==> src/rtl/alu_serial_seq.sv <==
// Bit-serial ALU sequencer: drives an external 1-bit ALU slice LSB first.
// Ports: clk/rst, start/op/a/b in, busy/done/result/flags out, slice_* bus.
module alu_serial_seq #(
  parameter int WIDTH = 32
) (
  input  logic             clk,
  input  logic             rst,
  input  logic             start,
  input  logic [2:0]       op,
  input  logic [WIDTH-1:0] a,
  input  logic [WIDTH-1:0] b,
  output logic             busy,
  output logic             done,
  output logic [WIDTH-1:0] result,
  output logic             carry_out,
  output logic             overflow,
  output logic [2:0]       slice_signal,
  output logic             slice_a,
  output logic             slice_b,
  output logic             slice_invert,
  output logic             slice_cin,
  output logic             slice_less,
  input  logic             slice_out,
  input  logic             slice_cout,
  input  logic             slice_set
);

  localparam int IW = (WIDTH > 2) ? $clog2(WIDTH) : 1;

  typedef enum logic [1:0] {
    S_IDLE,
    S_RUN,
    S_DONE
  } state_t;

  typedef enum logic [2:0] {
    K_AND,
    K_OR,
    K_ADD,
    K_SUB,
    K_SLT
  } kind_t;

  state_t          state;
  kind_t           kind;
  logic [IW-1:0]   idx;
  logic [WIDTH-1:0] a_reg;
  logic [WIDTH-1:0] b_reg;
  logic            cout_q;

  logic            last;
  logic            inv;
  logic            arith;
  logic            addsub;

  function automatic kind_t decode(
    input logic [2:0] o
  );
    kind_t k;
    case (o)
      3'b000:  k = K_AND;
      3'b001:  k = K_OR;
      3'b110:  k = K_SUB;
      3'b111:  k = K_SLT;
      default: k = K_ADD;
    endcase
    return k;
  endfunction

  assign last   = (idx == IW'(WIDTH-1));
  assign inv    = (kind == K_SUB) ||
                  (kind == K_SLT);
  assign addsub = (kind == K_ADD) ||
                  (kind == K_SUB);
  assign arith  = addsub ||
                  (kind == K_SLT);

  // Slice drive is combinational from
  // registered state only, so the
  // slice's same-cycle returns never
  // loop back into these outputs.
  always_comb begin
    slice_signal = 3'b000;
    slice_a      = 1'b0;
    slice_b      = 1'b0;
    slice_invert = 1'b0;
    slice_cin    = 1'b0;
    slice_less   = 1'b0;
    if (state == S_RUN) begin
      slice_a      = a_reg[idx];
      slice_b      = b_reg[idx];
      slice_invert = inv;
      // bit 0 takes the +1 of the
      // two's-complement negate
      slice_cin    = (idx == '0) ?
                     inv : cout_q;
      unique case (1'b1)
        kind == K_AND: slice_signal = 3'b000;
        kind == K_OR:  slice_signal = 3'b001;
        kind == K_SLT: slice_signal = 3'b111;
        default:       slice_signal = 3'b010;
      endcase
    end
  end

  always_ff @(posedge clk) begin
    if (rst) begin
      state     <= S_IDLE;
      kind      <= K_AND;
      idx       <= '0;
      a_reg     <= '0;
      b_reg     <= '0;
      cout_q    <= 1'b0;
      busy      <= 1'b0;
      done      <= 1'b0;
      result    <= '0;
      carry_out <= 1'b0;
      overflow  <= 1'b0;
    end else begin
      case (state)
        S_IDLE: begin
          done <= 1'b0;
          if (start) begin
            a_reg  <= a;
            b_reg  <= b;
            kind   <= decode(op);
            idx    <= '0;
            cout_q <= 1'b0;
            busy   <= 1'b1;
            state  <= S_RUN;
          end
        end
        S_RUN: begin
          result[idx] <= slice_out;
          cout_q      <= slice_cout;
          if (last) begin
            // SLT answer lives only in
            // the MSB slice's set line
            if (kind == K_SLT)
              result <= {{(WIDTH-1){1'b0}},
                         slice_set};
            carry_out <= arith &
                         slice_cout;
            overflow  <= addsub &
                         (slice_cin ^
                          slice_cout);
            busy  <= 1'b0;
            done  <= 1'b1;
            state <= S_DONE;
          end else begin
            idx <= idx + IW'(1);
          end
        end
        S_DONE: begin
          done  <= 1'b0;
          state <= S_IDLE;
        end
        default: begin
          busy  <= 1'b0;
          done  <= 1'b0;
          state <= S_IDLE;
        end
      endcase
    end
  end

endmodule

==> config.mk <==
export PLATFORM = sky130hd
export DESIGN_NAME = alu_serial_seq
export DESIGN_NICKNAME = d
export VERILOG_FILES = /design/src/rtl/alu_serial_seq.sv
export SDC_FILE = /design/constraint.sdc
export NUM_CORES = 1
export LEC_CHECK = 0
export BUFFER_PORTS_ARGS = -buffer_cell sky130_fd_sc_hd__buf_2
export CORE_UTILIZATION = 45
export CTS_CLUSTER_SIZE = 8
export DETAILED_ROUTE_END_ITERATION = 8
export PLACE_DENSITY = 0.69
export SLEW_MARGIN = 40
export SYNTH_ARGS = -nofsm -noshare
export SYNTH_HDL_FRONTEND = slang
export SYNTH_SLANG_ARGS = --single-unit
==> constraint.sdc <==
create_clock -name clk -period 4.5 [get_ports clk]
set_input_delay 0.9 -clock clk [delete_from_list [all_inputs] [get_ports clk]]
set_output_delay 0.9 -clock clk [all_outputs]
set_load 0.05 [all_outputs]
==> summary.md, run 1 <==
For the portion of total power attributed to combinational logic, the log shows 0.122. In the final design database the tool counted 782 nets. STA puts the critical path data required time at 3.60 ns. For this run, the top clock speed supported by timing is 270.3 MHz. The slack of the critical path came out at 0.8008 ns. After synthesis, the cell types taking the most area are dfxtp_1 (44%), a21oi_1 (13%), nand2_1 (12%), mux2_2 (3.6%), clkbuf_1 (3.0%). In the final timing run, aggregate negative setup slack is 0 ns. For this run, the slowest stage of the critical path takes 0.74 ns.

The data arrival time of the worst path is 2.80 ns, and the remaining global-route overflow is 0. The number of CTS-inserted buffers was 9. Clock tree root driver cell: clkbuf_8. Traced cell by cell, the critical path runs through buf_4 -> mux2_2 -> a221oi_1 -> nor2_1 -> o41a_1 -> buf_2. The critical path is of the flip-flop to output port type.

The tools report the sort of element at the end of the critical path as an output port. The H-tree depth is 3. TritonCTS built the clock tree. The final setup violation count is 0, and the critical path buffer and inverter count is 2. The share of layout cells above drive strength 1 was 0.2327. After floorplanning, the core was sized to cover 10840 sq um. Entering global routing, the biggest net connects 113 pins.

The cell count after synthesis was 630; the number of flip-flops and latches in the synthesized netlist was 111. Setup repair after global routing left no endpoint under its margin. The die boundary width works out to 107.7 um. The tools report the mapped cell area as 5029 sq um. The run gives 708 as the post-synth net total.

In this run the vertical extent of the chip is 107.7 um. The number of max-slew violations in the final report was 0. The number of global-route vias before repair is 4265, and the number of failing hold endpoints at the final stage is 0.

The flow ran to the end, and the final reports show no timing, DRC or antenna violations. The detailed router finished its first iteration with 285 violations. The highest fanout seen on the critical path is 16, and the global placement routability congestion is 0.8189. The area overhead of the layout relative to synthesis works out to 15.25%. In this run, distinct cell masters in the synthesized netlist total 49. The routed via count was 4630; the clock latency at the later pin of the worst-skew pair was 0.36 ns.

The share of the synthesized area in the top cell type was 0.4419. The dominant delay contributor by cell family on the critical path was flip-flops. The switching portion of total power was 0.2783; the sequential share of the synthesized area was 0.4419. The Yosys step of the flow raised 0 warnings.

The slack of the worst reg-to-reg path is 1.34 ns. The run gives 0 as the number of buffers added to fix hold violations after cts. Dividing the detail-routed wire length by the instance count gives 14.84 um.

The net switching power is 0.5157 mW. Once detail routing completed, the nets flagged for antenna violations numbered 0. The number of clock sinks seen by CTS is 111, and the DRC violations left is 0. In the synthesized netlist, the cells that appear most often are nand2_1 (163), a21oi_1 (132), dfxtp_1 (111).

The first global-routing pass estimated 20340 um of wire. The fraction of registers with async set/reset was 0; the normalized max-slew margin was 0.4480. The overall fraction of global-route tracks in use is 0.2193, and the HPWL after detailed placement is 8692 um. In the post-synthesis netlist, the cell with the most instances is nand2_1. The path class of the lowest-slack min-delay path is flip-flop to flip-flop. In the routed layout, each cell is associated on average with a via count of 5.453. The tools report the buffer levels on the longest clock path as 2. After clock tree synthesis, the clock-pin slew on the worst setup and hold paths is 0.11 ns. Once the clock tree was built, the resizer swapped 0 gates to a different size.

The shortest period the worst path allows was 3.699 ns; the worst slack at placement was 1.190 ns. The final clock period utilization by the worst path was 0.8221; the setup skew after layout was 0.008563 ns. The areal power density over the cells was 319.7 nW/um^2. During I/O placement, the number of pins put on the boundary was 117. The internal power of the cells is 1.337 mW.

In this run, synthesis inferred 0 flip-flops with an integrated enable. The repair_antennas step left the layout with diodes totalling 0. The floorplan has 38 rows. The number of I/O port buffers was 115. For the max capacitance violation total, the log shows 0.

Of all cell types, the one taking the most synthesized area is dfxtp_1. For the sequential share of power, the log shows 0.568. For this run, the detailed router's first-pass iteration total came to 5. Largest vdd supply drop: 0.2025 mV. The run gives 2.319 nW as the leakage power.

For the initial standard-cell utilization of the core, the log shows 0.4639. The average instance in the mapped netlist occupies 7.982 sq um. The number of antenna violations at the first check in global routing is 0, and the die footprint is 11600 sq um. The transition time at the pin with the least slew margin works out to 0.8262 ns.

Summed over all layers, the routed wires come to 12600 um. Among all flip-flop cells after synthesis, the most frequent one is dfxtp_1. STA classifies the critical path startpoint as a flip-flop. The clock share of power is 0.310. Buffers added to address setup during post-CTS repair amount to 0. Cell type of the slowest stage on the worst timing path: dfxtp_1.
-- area by class of cell --
cell class,count,area (sq um)
Clock buffer,10,137.6
Sequential cell,111,2222
Multi-Input combinational cell,454,2540
Inverter,3,11.26
Tap cell,140,175.2
Fill cell,1027,5045
Timing Repair Buffer,125,656.9
Clock inverter,6,52.55
-- cells by family (layout without fill, tap and decap cells) --
| group | after synthesis | after routing | synth area share |
|---|---|---|---|
| AO/OA/AOI/OAI | 189 | 189 | 0.2055 |
| XOR/XNOR | 3 | 3 | 0.005226 |
| AND/OR/NAND/NOR | 232 | 232 | 0.2048 |
| adder cells (fa/ha/maj) | 5 | 5 | 0.01244 |
| flip-flops | 111 | 111 | 0.4419 |
| multiplexers | 24 | 24 | 0.07390 |
| other | 1 | 1 | 0.0007457 |
| buffers and inverters | 65 | 144 | 0.05548 |
-- power groups by stage --
stage / combinational (mW) / clock, mW / sequential [mW]
2_1_floorplan: 0.159 / 0 / 1.07
3_3_place_gp: 0.220 / 0 / 1.07
3_5_place_dp: 0.225 / 0 / 1.08
4_1_cts: 0.226 / 0.584 / 1.05
5_1_grt: 0.251 / 0.624 / 1.06
6_report: 0.226 / 0.574 / 1.05
-- layout by cell type, fill, tap and decap left out, drive strengths merged, types with 2 or more instances in the layout --
cell type  netlist  routed
a211oi           3       3
a21oi          132     132
a221oi           5       5
a22o             2       2
a22oi            8       8
and2             2       2
and3             3       3
and3b            3       3
and4             5       5
buf             21     125
clkbuf          41      10
clkinvlp         0       2
dfxtp          111     111
ha               5       5
inv              3       6
mux2            16      16
mux4             8       8
nand2          163     163
nand2b           5       5
nand3            4       4
nand3b           3       3
nand4            3       3
nor2            21      21
nor2b            2       2
nor3             6       6
nor3b            6       6
o21ai           29      29
o2bb2ai          3       3
xor2             2       2
-- routing by layer --
layer | part of all wire | GRT usage
met5 | 0 | 0
met3 | 0.047 | 0.03329
met2 | 0.49 | 0.3713
met4 | 0.0065 | 0.05675
met1 | 0.45 | 0.2902
-- stage by stage --
step	hold slack (ns)	area [sq um]	power (mW)	utilization	std cells
finish	0.4620	5796	1.853	0.5346	849
global route	0.4794	5796	1.935	0.5346	849
CTS	0.4617	5788	1.862	0.5339	849
detailed placement	0.4463	5598	1.300	0.5164	833
global placement	0.4399	5594	1.294	0.5160	833
floorplan	0.4315	5029	1.226	-	630
-- worst paths after layout --
kind,from,cells after the start,to
setup / recovery,idx[1]$_SDFFE_PP0P_,6,slice_a
hold / removal,b_reg[20]$_SDFFE_PP0P_,2,b_reg[20]$_SDFFE_PP0P_
setup reg to reg,idx[0]$_SDFFE_PP0P_,7,result[18]$_SDFFE_PP0P_
hold reg to reg,b_reg[20]$_SDFFE_PP0P_,2,b_reg[20]$_SDFFE_PP0P_
-- tightest hold or removal path: cells and delay by family (launching register included) --
family / cells / cell delay [ns]
flops: 1 / 0.32
simple gates: 1 / 0.05
compound gates: 1 / 0.05
Power figures use the tool's default switching activity.
==> run 2: changes to the inputs <==
- ABC_AREA: default -> 1
- PLACE_DENSITY: 0.69 -> 0.68
- clock period: 4.5 -> 3.5 ns (I/O delays scaled with it)
==> summary.md, run 2 <==
TritonCTS built the clock tree. The slack of the worst reg-to-reg path is 0.97 ns (was 1.34 ns). The number of buffers added to fix hold violations after cts came out at 0 (unchanged). The largest vdd supply drop was 0.2452 mV (was 0.2025 mV); the quantity of gates resized following cts was 0 (unchanged). The run gives 0 (unchanged) as the number of max-slew violations in the final report. The routed wire length was 13130 um (was 12600 um). The number of cell instances on the worst register-to-register path is 9 (was 7), and the fraction of registers with async set/reset is 0 (unchanged).

The run gives 9 (unchanged) as the number of CTS-inserted buffers. Post-layout instance count excluding filler cells: 1017 (was 849). The largest family of logic cells by synthesized area is simple AND/OR/NAND/NOR gates (was compound AO/OA/AOI/OAI gates).

The areal power density over the cells came out at 465.1 nW/um^2 (was 319.7 nW/um^2). The run finished with clean final reports. The remaining global-route overflow was 0 (unchanged); the count of synthesis-stage warnings from yosys was 0 (unchanged). The routed via count was 5033 (was 4630). The number of antenna violations at the first check in global routing was 0 (unchanged).

The number of design-rule violations left by the first detailed-router iteration was 349 (was 285). For the maximum number of pins on one net before global-route repair, the log shows 80 (was 113). The H-tree depth is 3 (unchanged), and the share of layout cells above drive strength 1 is 0.1762 (was 0.2327). The number of nets in the final layout is 947 (was 782). The wire length of the first global-routing pass is 21820 um (was 20340 um), and the antenna diode instance count is 0 (unchanged). Setup repair after global routing left no endpoint under its margin. Top post-synthesis cells by area: dfxtp_1 (42%), nor2_1 (14%), o21ai_0 (10%), nand2_1 (9.6%), a21oi_1 (7.7%) (was dfxtp_1 (44%), a21oi_1 (13%), nand2_1 (12%), mux2_2 (3.6%), clkbuf_1 (3.0%)).

The cell type contributing the most total cell area after synthesis was dfxtp_1 (unchanged). The max capacitance violation total is 0 (unchanged), and the first-pass iteration count of the detailed router is 5 (unchanged). The post-synthesis compound-gate area fraction works out to 0.2096 (was 0.2055). Number of library cell types mapped by synthesis: 31 (was 49). For the number of global-route vias before repair, the log shows 4495 (was 4265).

The tools report the mapped cell area as 5230 sq um (was 5029 sq um). For the number of top-level pins, the log shows 117 (unchanged). The tools report the number of failing hold endpoints at the final stage as 0 (unchanged).

The clock-pin slew on the worst setup and hold paths was 0.07 ns (was 0.11 ns). The sort of element at the end of the critical path was an output port (unchanged). The die extent in y is 109.8 um (was 107.7 um), and the final setup violation count is 0 (unchanged). The tools report the cell count after synthesis as 782 (was 630). The hold path startpoint is result[0]$_SDFFE_PP0P_ (was b_reg[20]$_SDFFE_PP0P_).

The mean instance size in the synthesized netlist was 6.688 sq um (was 7.982 sq um). The die boundary width came out at 109.8 um (was 107.7 um). The number of flip-flops and latches in the synthesized netlist was 111 (unchanged). The logs give 0 (unchanged) for the number of setup buffers added after CTS and 860 (was 708) for the post-synth net total.

The clock period could shrink to 3.073 ns. Leading cell type by number of instances after synthesis: nor2_1 (was nand2_1). The number of I/O port buffers came out at 115 (unchanged). The cell depth of the worst hold path works out to 2 (unchanged). The logs give 325.4 MHz for the highest achievable clock rate and 0.4600 (was 0.4639) for the initial standard-cell utilization of the core.

The setup skew after layout came out at 0.009734 ns (was 0.008563 ns). The path class of the lowest-slack min-delay path was flip-flop to flip-flop (unchanged). The area overhead of the layout relative to synthesis was 16.39% (was 15.25%). Commonest cells post-synth: nor2_1 (202), nand2_1 (134), dfxtp_1 (111) (was nand2_1 (163), a21oi_1 (132), dfxtp_1 (111)).

The wire length per cell after detailed routing was 12.91 um (was 14.84 um). The worst flop-to-flop path endpoint was result[29]$_SDFFE_PP0P_ (was result[18]$_SDFFE_PP0P_). Area fraction in and, or, nand and nor cells after synthesis: 0.2663 (was 0.2048). For the HPWL after detailed placement, the log shows 9101 um (was 8692 um). The transition time at the pin with the least slew margin came out at 0.6099 ns (was 0.8262 ns).

The die footprint was 12060 sq um (was 11600 sq um). The clock tree root driver cell is clkbuf_16 (was clkbuf_8). The tools report the destination of the critical timing path as slice_b (was slice_a).

The dominant register cell in the synthesized netlist is dfxtp_1 (unchanged). For the placed cell count, the log shows 1001 (was 833). The vias per cell came out at 4.949 (was 5.453). The data arrival time of the worst path was 2.37 ns (was 2.80 ns); the clock latency at the later pin of the worst-skew pair was 0.35 ns (was 0.36 ns). The tools report the number of clock sinks seen by CTS as 111 (unchanged).

The share of the synthesized area in the top cell type was 0.4249 (was 0.4419). Share of cell area taken by muxes after synthesis: 0 (was 0.07390). Fraction of the mapped netlist area in adder cells: 0.01196 (was 0.01244). Number of filler cells placed in the layout: 1172 (was 1027). The tools report the startpoint of the lowest-slack register-to-register path as idx[0]$_SDFFE_PP0P_ (unchanged). The most frequent standard cell in the layout excluding fill and tap cells is nor2_1 (was nand2_1). The total negative setup slack came out at 0 ns (unchanged). Source of the critical timing path: idx[0]$_SDFFE_PP0P_ (was idx[1]$_SDFFE_PP0P_).

Leading cell types in the layout, fill and taps excluded: nor2_1 (202), nand2_1 (134), buf_2 (115) (was nand2_1 (163), a21oi_1 (132), buf_2 (114)). The post-synthesis xor/xnor area fraction was 0.001675 (was 0.005225). The total number of placement rows was 39 (was 38); the final clock period utilization by the worst path was 0.8780. The leakage power came out at 2.794 nW (was 2.319 nW). The sequential share of the synthesized area is 0.4249 (was 0.4419), and the normalized max-slew margin is 0.5928 (was 0.4480). The DRC violations left is 0 (unchanged), and the number of enable flip-flop cells after synthesis is 0 (unchanged). The core outline area was 11370 sq um (was 10840 sq um).

Buffer levels on the longest clock path: 2 (unchanged). Type of element launching the critical path: a flip-flop (unchanged). For the overall fraction of global-route tracks in use, the log shows 0.2287 (was 0.2193). The global placement routability congestion is 0.8563 (was 0.8189), and the required time at the endpoint of the critical path is 2.80 ns (was 3.60 ns). Highest fanout seen on the critical path: 33 (was 16).

The start-to-end type of the worst setup path was flip-flop to output port (unchanged). The count of nets left with antenna violations after detail routing was 0 (unchanged).
==> run 2: cell count changes after synthesis, moves of 22 or more <==
cell      before  now
a21oi_1      132   80
clkbuf_1      40   18
nand2_1      163  134
inv_1          3   41
nor2_1        21  202
o21ai_0       22  107
==> run 2: worst min path at each step <==
| stage | slack (ns) | to |
|---|---|---|
| after floorplan | 0.42 | a_reg[1]$_SDFFE_PP0P_ |
| after global placement | 0.46 | b_reg[5]$_SDFFE_PP0P_ |
| after detailed placement | 0.46 | cout_q$_SDFFE_PP0P_ |
| after CTS | 0.47 | cout_q$_SDFFE_PP0P_ |
| after global routing | 0.49 | result[0]$_SDFFE_PP0P_ |
| final | 0.47 | result[0]$_SDFFE_PP0P_ |
==> run 2: power breakdown <==
part | switching [mW] | leakage [nW] | internal, mW
clock network | 0.488 | 0.150 | 0.569
registers | 0.0424 | 0.911 | 1.33
logic | 0.267 | 1.73 | 0.131
==> run 2: logic make-up (layout without fill, tap and decap cells) <==
group,after synthesis,count (layout)
compound gates,214,214
xor+xnor,1,1
fa+ha+maj,5,5
buf+inv,94,186
flops,111,111
other cells,1,1
simple gates,356,356
==> run 2: stage by stage <==
stage	area, sq um	util	hold slack [ns]	power (mW)	worst slack (ns)
2_1_floorplan	5230	-	0.4245	1.695	0.9827
4_1_cts	6087	0.5354	0.4703	2.836	0.4576
3_5_place_dp	5782	0.5085	0.4590	1.798	0.8816
6_report	6087	0.5354	0.4715	2.831	0.4271
3_3_place_gp	5782	0.5085	0.4554	1.798	0.9012
5_1_grt	6087	0.5354	0.4925	2.966	0.2850
==> run 2: cell type report <==
cell class	count	area [sq um]	share of cell area
multi-input combinational	577	2569	0.4220
sequential	111	2222	0.3651
clock buffer	10	229.0	0.03762
tap	143	178.9	0.02939
clock inverter	6	76.32	0.01254
timing repair buffer	121	620.6	0.1020
inverter	49	191.4	0.03145
==> run 2: critical path, stage by stage, from the launching register on <==
cell	delay (ns)
dfxtp_1	0.57
buf_4	0.39
nor2_1	0.10
nor2_1	0.11
o21ai_0	0.10
nand2_1	0.09
nand2_1	0.05
nand2_1	0.06
nor2_1	0.04
a21oi_1	0.20
buf_2	0.31
==> run 2: metal layers <==
metal	track usage	vias to the layer above	wire length, um
met5	0	-	0
met4	0.05429	0	80
met3	0.03853	6	613
met2	0.3357	115	5584
met1	0.3441	2220	6848
li1	-	2692	-
==> run 3: changes to the inputs <==
- CTS_BUF_LIST: default -> sky130_fd_sc_hd__clkbuf_8 sky130_fd_sc_hd__clkbuf_16
==> summary.md, run 3 (same netlist as run 2, synthesis figures left out) <==
The run finished with clean final reports. The tools report the required time at the endpoint of the critical path as 2.80 ns (about the same). Final clock period utilization by the worst path: 0.8769 (was 0.8780).

The share of layout cells above drive strength 1 came out at 0.1762 (unchanged). The number of I/O port buffers was 115 (unchanged). The run gives 0 (unchanged) as the number of failing hold endpoints at the final stage.

The total area of multi-input combinational cells was 2569 sq um (unchanged). The clock-pin slew on the worst setup and hold paths was 0.07 ns (about the same). The run gives 0.141 (about the same) as the portion of total power attributed to combinational logic. The wire length per cell after detailed routing was 12.90 um (was 12.91 um). The initial standard-cell utilization of the core was 0.4600 (unchanged); the number of nets in the final layout was 947 (unchanged). The post-layout instance count excluding filler cells is 1017 (unchanged). The type of element launching the critical path was a flip-flop (unchanged). The path class of the lowest-slack min-delay path is flip-flop to flip-flop (unchanged). The total number of placement rows is 39 (unchanged). Highest fanout seen on the critical path: 33 (unchanged). The run gives 0 (unchanged) as the max capacitance violation total.

The tools report the global placement routability congestion as 0.8563 (unchanged). For the setup skew after layout, the log shows 0.009713 ns (was 0.009734 ns). The logs give 2.799 nW (was 2.794 nW) for the leakage power and 13120 um (was 13130 um) for the routed wire length. The most frequent standard cell in the layout excluding fill and tap cells is nor2_1 (unchanged).

The H-tree depth came out at 3 (unchanged). TritonCTS built the clock tree. The clock tree root driver cell is clkbuf_16 (unchanged). The overall fraction of global-route tracks in use came out at 0.2287 (unchanged). Number of max-slew violations in the final report: 0 (unchanged).

The tools report the worst hold margin as 0.4715 ns (unchanged). The highest achievable clock rate came out at 325.8 MHz (was 325.4 MHz). The antenna diode instance count was 0 (unchanged). The internal power of the cells came out at 2.030 mW (was 2.033 mW). The logs give 21820 um (unchanged) for the wire length of the first global-routing pass and 117 (unchanged) for the number of top-level pins.

The largest vdd supply drop was 0.2452 mV (about the same); the normalized max-slew margin was 0.5928 (about the same). Start-to-end type of the worst setup path: flip-flop to output port (unchanged). For the DRC violations left, the log shows 0 (unchanged).

The die footprint came out at 12060 sq um (unchanged). The number of antenna violations at the first check in global routing is 0 (unchanged). The sequential share of power is 0.486 (about the same), and the total power after layout is 2.827 mW (was 2.831 mW).

The buffer levels on the longest clock path is 2 (unchanged). The areal power density over the cells came out at 464.5 nW/um^2 (was 465.1 nW/um^2). The tools report the clock share of power as 0.373 (was 0.374).

For the number of buffers added to fix hold violations after cts, the log shows 0 (unchanged). The logs give 4495 (unchanged) for the number of global-route vias before repair and 1001 (unchanged) for the placed cell count. The maximum number of pins on one net before global-route repair was 80 (unchanged); the core outline area was 11370 sq um (unchanged).

The remaining global-route overflow is 0 (unchanged), and the area overhead of the layout relative to synthesis is 16.39% (unchanged). The area used by sequential logic in the layout was 2222 sq um (unchanged); the number of clock sinks seen by CTS was 111 (unchanged). The number of filler cells placed in the layout is 1172 (unchanged), and the shortest period the worst path allows is 3.069 ns (was 3.073 ns).

The run gives 9 (unchanged) as the number of CTS-inserted buffers. Leading cell types in the layout, fill and taps excluded: nor2_1 (202), nand2_1 (134), buf_2 (115) (unchanged). The vias per cell was 4.964 (was 4.949); the first-pass iteration count of the detailed router was 5 (unchanged).

The die extent in y is 109.8 um (unchanged). The switching portion of total power came out at 0.2819 (was 0.2818). The run gives 0 (unchanged) as the number of setup buffers added after CTS. Sort of element at the end of the critical path: an output port (unchanged). The quantity of gates resized following cts is 0 (unchanged).

Number of design-rule violations left by the first detailed-router iteration: 349 (unchanged). The run gives 0 (unchanged) as the final setup violation count. The die boundary width is 109.8 um (unchanged). Setup repair after global routing left no endpoint under its margin. For the post-route core utilization, the log shows 0.5354 (unchanged).

For the routed via count, the log shows 5048 (was 5033). The run gives 0.7970 mW (was 0.7978 mW) as the net switching power. The clock latency at the later pin of the worst-skew pair was 0.35 ns (about the same). The logs give 9101 um (unchanged) for the HPWL after detailed placement and 2.37 ns (about the same) for the data arrival time of the worst path. The count of nets left with antenna violations after detail routing is 0 (unchanged), and the total negative setup slack is 0 ns (unchanged). The transition time at the pin with the least slew margin works out to 0.6099 ns (about the same).
run 3: path summary, 6_finish.rpt:
| path | from | end | slack (ns) | cells after the start |
|---|---|---|---|---|
| max | idx[0]$_SDFFE_PP0P_ | slice_b | 0.43 | 10 |
| min | result[0]$_SDFFE_PP0P_ | result[0]$_SDFFE_PP0P_ | 0.47 | 2 |
| max reg2reg | idx[0]$_SDFFE_PP0P_ | result[29]$_SDFFE_PP0P_ | 0.97 | 9 |
| min reg2reg | result[0]$_SDFFE_PP0P_ | result[0]$_SDFFE_PP0P_ | 0.47 | 2 |
run 3: per-layer routing:
metal  global-route usage  up-vias  share of wire
met1               0.3441     2226           0.52
met5                    0        -              0
met2               0.3357      123           0.43
met4              0.05429        0         0.0061
li1                     -     2693              -
met3              0.03853        6          0.050
run 3: cell type report:
type | count | area share
Clock buffer | 9 | 0.03700
Clock inverter | 7 | 0.01316
Inverter | 49 | 0.03145
Multi-Input combinational cell | 577 | 0.4220
Sequential cell | 111 | 0.3651
Tap cell | 143 | 0.02939
Timing Repair Buffer | 121 | 0.1020
run 3: stage by stage:
step                setup WS, ns  instance area, sq um
global route              0.2850                  6087
global placement          0.9012                  5782
finish                    0.4307                  6087
CTS                       0.4576                  6087
floorplan                 0.9827                  5230
detailed placement        0.8816                  5782
run 3: critical path, cell delays in order, from the launching register on:
cell	delay, ns
dfxtp_1	0.57
buf_4	0.39
nor2_1	0.10
nor2_1	0.11
o21ai_0	0.10
nand2_1	0.09
nand2_1	0.05
nand2_1	0.06
nor2_1	0.04
a21oi_1	0.20
buf_2	0.31
run 3: power groups by stage:
stage / Sequential [mW] / Clock [mW] / Combinational (mW)
6_report: 1.38 / 1.05 / 0.398
5_1_grt: 1.38 / 1.12 / 0.460
4_1_cts: 1.37 / 1.06 / 0.399
3_5_place_dp: 1.40 / 0 / 0.395
3_3_place_gp: 1.41 / 0 / 0.393
2_1_floorplan: 1.39 / 0 / 0.301
